### config.mk
export PLATFORM = sky130hd
export DESIGN_NAME = spi_frame_scheduler
export DESIGN_NICKNAME = d
export VERILOG_FILES = /design/src/rtl/spi_frame_scheduler.sv
export SDC_FILE = /design/constraint.sdc
export NUM_CORES = 1
export LEC_CHECK = 0
export CELL_PAD_IN_SITES_DETAIL_PLACEMENT = 0
export CELL_PAD_IN_SITES_GLOBAL_PLACEMENT = 1
export CORE_MARGIN = 2
export CORE_UTILIZATION = 42
export DETAILED_ROUTE_END_ITERATION = 16
export PLACE_DENSITY_LB_ADDON = 0.1
export SYNTH_ARGS = -nofsm -noshare
export SYNTH_HDL_FRONTEND = slang
export SYNTH_SLANG_ARGS = --single-unit
export TNS_END_PERCENT = 30
### constraint.sdc
create_clock -name clk -period 8.7 [get_ports clk]
set_clock_uncertainty 0.2 [all_clocks]
set_input_delay 1.305 -clock clk [delete_from_list [all_inputs] [get_ports clk]]
set_output_delay 1.305 -clock clk [all_outputs]
set_load 0.005 [all_outputs]
### src/rtl/spi_frame_scheduler.sv
// Round-robin frame scheduler for a byte-wide SPI transmitter: header, 4 data bytes MSB-first,
// optional XOR checksum byte when FRAME_CHECKSUM_EN is defined.
`timescale 1ns/1ps
module spi_frame_scheduler #(
    parameter int unsigned TIMEOUT_CYCLES = 1000000,
    parameter int unsigned GAP_CYCLES     = 16,
    parameter logic [3:0]  HDR_MAGIC      = 4'hA
) (
    input  logic        clk,
    input  logic        rst,
    input  logic        req0,
    input  logic [31:0] data0,
    input  logic        req1,
    input  logic [31:0] data1,
    output logic        gnt0,
    output logic        gnt1,
    output logic        spi_send,
    output logic [7:0]  spi_data_out,
    input  logic        spi_send_done,
    output logic        spi_ack,
    output logic        frame_busy,
    output logic        frame_done,
    output logic        timeout_err
);

`ifdef FRAME_CHECKSUM_EN
    localparam logic [2:0] LAST = 3'd5;
`else
    localparam logic [2:0] LAST = 3'd4;
`endif
    localparam int unsigned     GAP_W    = (GAP_CYCLES > 1) ? $clog2(GAP_CYCLES) : 1;
    localparam logic [19:0]     TMO_LAST = 20'(TIMEOUT_CYCLES - 1);
    localparam logic [GAP_W-1:0] GAP_LAST = GAP_W'(GAP_CYCLES - 1);

    typedef enum logic [2:0] {
        S_IDLE,
        S_GRANT,
        S_LOAD,
        S_SEND,
        S_ACK,
        S_GAP
    } state_t;

    state_t           r_state;
    state_t           w_next;
    logic             r_sync1;
    logic             r_sync2;
    logic             r_rr_last;
    logic             r_src;
    logic [2:0]       r_idx;
    logic [19:0]      r_tcnt;
    logic [GAP_W-1:0] r_gcnt;
    logic             r_timeout_err;
    logic [7:0]       r_data_out;
    logic [31:0]      r_shift_word;
    logic             w_done_s;
    logic             w_win_src;
    logic             w_tmo;
    logic             w_gap_end;
    logic [7:0]       w_hdr;
    logic [7:0]       w_byte;

    function automatic logic [19:0] sat_inc20(input logic [19:0] v);
        return (v == 20'hFFFFF) ? v : v + 20'd1;
    endfunction

    assign w_done_s  = r_sync2;
    // On a tie the source that did not win last time goes first.
    assign w_win_src = (req0 & req1) ? ~r_rr_last : req1;
    assign w_tmo     = (r_tcnt >= TMO_LAST);
    assign w_gap_end = (r_gcnt == GAP_LAST);
    assign w_hdr     = {HDR_MAGIC, 3'b000, r_src};

    always_ff @(posedge clk or posedge rst) begin
        if (rst) begin
            r_state       <= S_IDLE;
            r_sync1       <= 1'b0;
            r_sync2       <= 1'b0;
            r_rr_last     <= 1'b1;
            r_src         <= 1'b0;
            r_idx         <= 3'd0;
            r_tcnt        <= 20'd0;
            r_gcnt        <= '0;
            r_timeout_err <= 1'b0;
            r_data_out    <= 8'h00;
        end else begin
            r_state <= w_next;
            r_sync1 <= spi_send_done;
            r_sync2 <= r_sync1;
            case (r_state)
                S_IDLE: begin
                    if (req0 | req1)
                        r_src <= w_win_src;
                end
                S_GRANT: begin
                    r_rr_last     <= r_src;
                    r_timeout_err <= 1'b0;
                    r_idx         <= 3'd0;
                end
                S_LOAD: begin
                    r_data_out <= w_byte;
                    r_tcnt     <= 20'd0;
                end
                S_SEND, S_ACK: begin
                    r_tcnt <= sat_inc20(r_tcnt);
                    r_gcnt <= '0;
                    if (w_next == S_IDLE)
                        r_timeout_err <= 1'b1;
                end
                S_GAP: begin
                    if (w_gap_end) begin
                        r_gcnt <= '0;
                        if (r_idx != LAST)
                            r_idx <= r_idx + 3'd1;
                    end else begin
                        r_gcnt <= r_gcnt + GAP_W'(1);
                    end
                end
                default: ;
            endcase
        end
    end

    always_ff @(posedge clk) begin
        if (r_state == S_GRANT)
            r_shift_word <= r_src ? data1 : data0;
        else if ((r_state == S_LOAD) && (r_idx != 3'd0) && (r_idx <= 3'd4))
            r_shift_word <= {r_shift_word[23:0], 8'h00};
    end

`ifdef FRAME_CHECKSUM_EN
    logic [7:0] r_csum;

    always_ff @(posedge clk) begin
        if (r_state == S_GRANT)
            r_csum <= 8'h00;
        else if ((r_state == S_LOAD) && (r_idx != LAST))
            r_csum <= r_csum ^ w_byte;
    end
`endif

    always_comb begin
        w_byte = r_shift_word[31:24];
        if (r_idx == 3'd0)
            w_byte = w_hdr;
`ifdef FRAME_CHECKSUM_EN
        else if (r_idx == 3'd5)
            w_byte = r_csum;
`endif
    end

    always_comb begin
        w_next = r_state;
        case (r_state)
            S_IDLE:  if (req0 | req1) w_next = S_GRANT;
            S_GRANT: w_next = S_LOAD;
            S_LOAD:  w_next = S_SEND;
            S_SEND: begin
                if (w_done_s)
                    w_next = S_ACK;
                else if (w_tmo)
                    w_next = S_IDLE;
            end
            S_ACK: begin
                if (!w_done_s)
                    w_next = S_GAP;
                else if (w_tmo)
                    w_next = S_IDLE;
            end
            S_GAP: begin
                if (w_gap_end)
                    w_next = (r_idx == LAST) ? S_IDLE : S_LOAD;
            end
            default: w_next = S_IDLE;
        endcase
    end

    always_comb begin
        gnt0       = 1'b0;
        gnt1       = 1'b0;
        spi_send   = 1'b0;
        spi_ack    = 1'b0;
        frame_done = 1'b0;
        case (r_state)
            S_GRANT: begin
                gnt0 = ~r_src;
                gnt1 = r_src;
            end
            S_SEND:  spi_send = 1'b1;
            S_ACK:   spi_ack  = 1'b1;
            S_GAP:   frame_done = w_gap_end && (r_idx == LAST);
            default: ;
        endcase
    end

    assign frame_busy   = (r_state != S_IDLE);
    assign timeout_err  = r_timeout_err;
    assign spi_data_out = r_data_out;

endmodule

* Word level (Yosys, flattened, before mapping)
Cells that the tools add are included.
** Storage, ports and cells
- Word-level logic and storage cells :: 77
- Output and inout bits :: 15
- Flip-flop bits (word level) :: 75
** Operators by class
- Eq/ne operators :: 13
- Muxes and demuxes :: 26
- Reductions and logical operators :: 18
- Magnitude comparators :: 2
- Bitwise operators :: 4
- $add $sub $neg :: 3
** Operator list (number)
- $mux 32 :: 3
- $pmux 20 s2 :: 1
- $mux 3 :: 7
- $add 20x1->20 const B :: 1
- $eq 20x20->1 const B :: 1
- $ge 20x20->1 const B :: 1
- $mux 20 :: 1
- $pmux 3 s6 :: 1
- $reduce_bool 2->1 :: 5
- $eq 3x3->1 const B :: 3
- $logic_not 3->1 :: 3
- $mux 8 :: 1
- $ne 2x2->1 const B :: 4
- $pmux 4 s2 :: 1
- $mux 1 :: 7
- $eq 3x2->1 const B :: 2
- $pmux 3 s2 :: 1
- $reduce_and 2->1 :: 3
- $reduce_bool 3->1 :: 2
- $add 4x1->4 const B :: 1
- $eq 4x4->1 const B :: 1
- $mux 4 :: 1
- $add 3x1->3 const B :: 1
- $eq 3x1->1 const B :: 1
- 10 further kinds :: 13

* Depth between registers and ports, before layout
- Depth in word-level cells :: 7
- Gate-level depth with buffers :: 7
- Depth with buffers taken out :: 7

* Worst setup path after synthesis
Ideal clock, no wire load.
- Kind :: reg2reg
- From :: register r_state[2]
- To :: register r_shift_word[0] (enable)
- Arrival time :: 3422 ps
- Stages on the path, launching flop included :: 5
- Setup slack :: 4613 ps
- Period minus slack after synthesis :: 4087 ps
- Cells stage by stage :: dfrtp_1 -> nand2b_1 -> or2_2 -> clkbuf_1 -> o21ai_0
** Between the ends
- Cells in the longest elaborated chain, start to end :: 4
- Elaborated cells on any way between the ends :: 5
** RTL lines
- from (decl) :: RTL line 44 : state_t r_state;
- from (signal assigned) :: RTL line 87 : r_state <= w_next;
- $eq 3x2->1 :: RTL line 127 : else if ((r_state == S_LOAD) && (r_idx != 3'd0) && (r_idx <= 3'd4))
- $logic_and 1x1->1 (2 in a row) :: RTL line 127
- $reduce_bool 2->1 (no line) (*)
- to (signal assigned) :: RTL line 126 : r_shift_word <= r_src ? data1 : data0;
- to (signal assigned) :: RTL line 128 : r_shift_word <= {r_shift_word[23:0], 8'h00};
- to (decl) :: RTL line 55 : logic [31:0] r_shift_word;
Mark *: on every way between the ends. The rest lies on a longest branch, timed or not.
A chain may end at the register's enable or synchronous reset.

* Worst setup path after layout
- From :: register r_state[0]
- To :: output gnt0
** Between the ends
- Cells in the longest elaborated chain, start to end :: 2
** RTL lines
- $eq 3x1->1 :: RTL line 184 : case (r_state)
- $mux 1 :: RTL line 184
- to (decl) :: RTL line 15 : output logic gnt0,
Every way passes these cells.

==> results.yml <==
finish:
  syn_to_final_growth_pct: 29.1
  design_area_um2: 5040
  finalNonFillerCells: 579
  fin_nets: 536
  drive_gt1_share_pct: 5.98
  antenna-diode-count: 0
drt:
  dr_wl_met2_mm: 4.07
  drt_iter0_drc: 136
  drtAntennaViolNets: 0
  vias_per_cell: 5.33
  dr.pass1.iters: 4
  wl_per_cell_um: 14.2
  drc: 0
  wl_mm: 8.23
  dr.max_layer_used: "met4"
  dr_total_vias: 3087
  wl_met1_mm: 3.74
  wl_met3_um: 304
power_and_ir_drop:
  power_density_nw_per_um2: 256
  ir_worst_vdd_uv: 200
  power.total_mw: 1.29
  cellLeakagePower_nw: 2.05
setup_path:
  critPathLaunchType: "flip-flop"
  crit_type: "reg -> out"
  setup.worst_path.end_class: "primary output"
  max_stage_delay_ps: 640
  critPathMaxFanout: 60
  critPathTopFamily: "buffers and inverters"
  cp_cell_sequence: "nor2b_1, nand2_1, buf_4, nor2_1, clkdlybuf4s50_1"
  crit_required_ps: 7190
  cpMaxStageDelayCell: "dfrtp_1"
  crit_buf_inv: 2
  cp.arrival_ps: 2530
timing:
  hold_violations: 0
  max_freq_ghz: 0.248
  relSlewSlack_pct: 27.0
  setup_viol_count_final: 0
  min_period_ps: 4030
  fin_ws_ps: 4670
  grt_setup_unrepaired: "no"
  final.setup.tns_ps: 0
  max_slew.worst_pin.slew_ps: 1090
  finalCritPeriodShare_pct: 46.4
  maxSlewViolCount: 0
clocking:
  numCtsBuffers: 9
  cts_tree: "done"
  cts_setup_buffers: 0
  cts.sinks: 75
  clock-root-buffer: "clkbuf_8"
  clock_latency_ps: 340
  cts_max_path_buffers: 2
  cts_resized: 0
  path_clk_slew_ps: 80
  htree_levels: 3
  cts-hold-fix-buffers: 0
die:
  start_util_pct: 42.8
  rows: 35
  die_w_um: 100
  die-area_um2: 10100
  fp.dieH_um: 100
  core-area_um2: 9110
  io_pins: 84
grt:
  grt_max_degree: 61
  grt_pass1_vias: 2768
  overflow: 0
  grtUsageTotal_pct: 16.8
  antenna_found_initial: 0
  grt_pass1_wl_mm: 13.3
yosys:
  ys.flop_type: "dfrtp_1"
  synth_simple_gate_area_share_pct: 18.7
  yosysMostFrequentCell: "nand2_1"
  syn_inst: 388
  synthTopCellsByArea: "dfrtp_1 27%, edfxtp_1 25%, mux2i_1 8.5%"
  ys_seq_elements: 75
  synth-xor-area-share_pct: 0.898
  syn_area_um2: 3900
  synth_fa_ha_area_share_pct: 1.28
  async_flop_share_pct: 57.3
  synth.distinct_cells: 46
  synth_commonest_cells: "56 x nand2_1, 42 x dfrtp_1, 34 x o21ai_0, 33 x mux2i_1, 32 x edfxtp_1"
  synth_top_area_share_pct: 26.9
  ys_warn_count: 0
  synth.avg_cell_area_um2: 10.1
  muxShareOfSynthArea_pct: 8.75
  syn-num-nets: 461
  synth_top_family_by_area: "simple AND/OR/NAND/NOR gates"
  synth.largest_area_cell: "dfrtp_1"
  synth_edf_count: 32
  ys_seq_area_share_pct: 52.2
  synth_compound_area_share_pct: 14.6
placed_design:
  port_buffers: 83
  placed_cells: 563
  dp_hpwl_mm: 5.96
  place_congestion: 0.809
  dpl_cell_area_um2: 4820
  place_ws_ps: 5030
min_path:
  hp-class: "reg -> reg"
flow_run:
  maxCapViolations: 0
run_status:
  status: "complete, no violations"
-- power breakdown --
part | switching (mW) | leakage, nW | internal, mW | total (mW)
sequential | 0.0910 | 0.871 | 0.501 | 0.592
combinational | 0.226 | 1.07 | 0.180 | 0.407
clock | 0.131 | 0.113 | 0.161 | 0.292
total | 0.448 | 2.05 | 0.843 | 1.29
-- cell families (layout without fill, tap and decap cells) --
| logic type | count (synthesis) | count (layout) |
|---|---|---|
| AOI/OAI and AO/OA | 88 | 88 |
| xor gates and xnor gates | 4 | 4 |
| adders and majority gates | 4 | 4 |
| buffers and inverters | 37 | 117 |
| DFF | 75 | 75 |
| muxes | 34 | 34 |
| and+or+nand+nor | 146 | 146 |
-- layer usage --
layer	up-vias	GRT usage, %
li1	1587	-
met4	0	6.32
met2	67	26.8
met3	11	2.92
met5	-	0
met1	1422	22.9
-- cells in the final DEF (no fill, tap or decap), types with 4 or more instances in the layout --
cell,count
a21oi_1,12
a31oi_1,5
and3_1,4
and4_1,5
buf_4,4
clkbuf_8,9
clkdlybuf4s50_1,83
dfrtp_1,41
edfxtp_1,32
ha_1,4
inv_1,14
mux2i_1,33
nand2_1,56
nand2b_1,4
nand3_1,20
nand4_1,5
nor2_1,20
nor3_1,6
o211ai_1,8
o21ai_0,33
o31ai_1,12
or4_1,10
-- stage by stage --
step / utilization, % / hold WS (ps)
floorplan: - / 131
global placement: 52.9 / 147
detailed placement: 52.9 / 150
CTS: 55.3 / 170
global route: 55.3 / 184
finish: 55.3 / 167
-- layout make-up --
| class | count | area (um2) |
|---|---|---|
| fill | 835 | 4070 |
| sequential | 75 | 2040 |
| multi-input combinational | 276 | 1730 |
| timing repair buffer | 87 | 861 |
| tap | 111 | 139 |
| clock buffer | 9 | 124 |
| clock inverter | 7 | 92.6 |
| inverter | 14 | 52.6 |
-- state kept, by name, summed over array words and instances, names as in the netlist --
signal / count
spi_data_out: 8
r_state: 3
r_src: 1
r_rr_last: 1
r_tcnt: 20
r_idx: 3
timeout_err: 1
r_sync2: 1
r_gcnt: 4
r_shift_word: 32
r_sync1: 1
-- final timing paths --
| check | slack (ps) | to | cells past startpoint | from |
|---|---|---|---|---|
| max reg2reg | 6140 | r_tcnt[9] | 5 | r_state[2] |
| min reg2reg | 170 | r_sync2 | 0 | r_sync1 |
| max | 4670 | gnt0 | 5 | r_state[0] |
| min | 170 | r_sync2 | 0 | r_sync1 |
| max in group asynchronous | 6710 | r_src | 3 | rst |
| min in group asynchronous | 1180 | r_idx[2] | 3 | rst |
No activity file was read; power rests on OpenSTA's default activity.
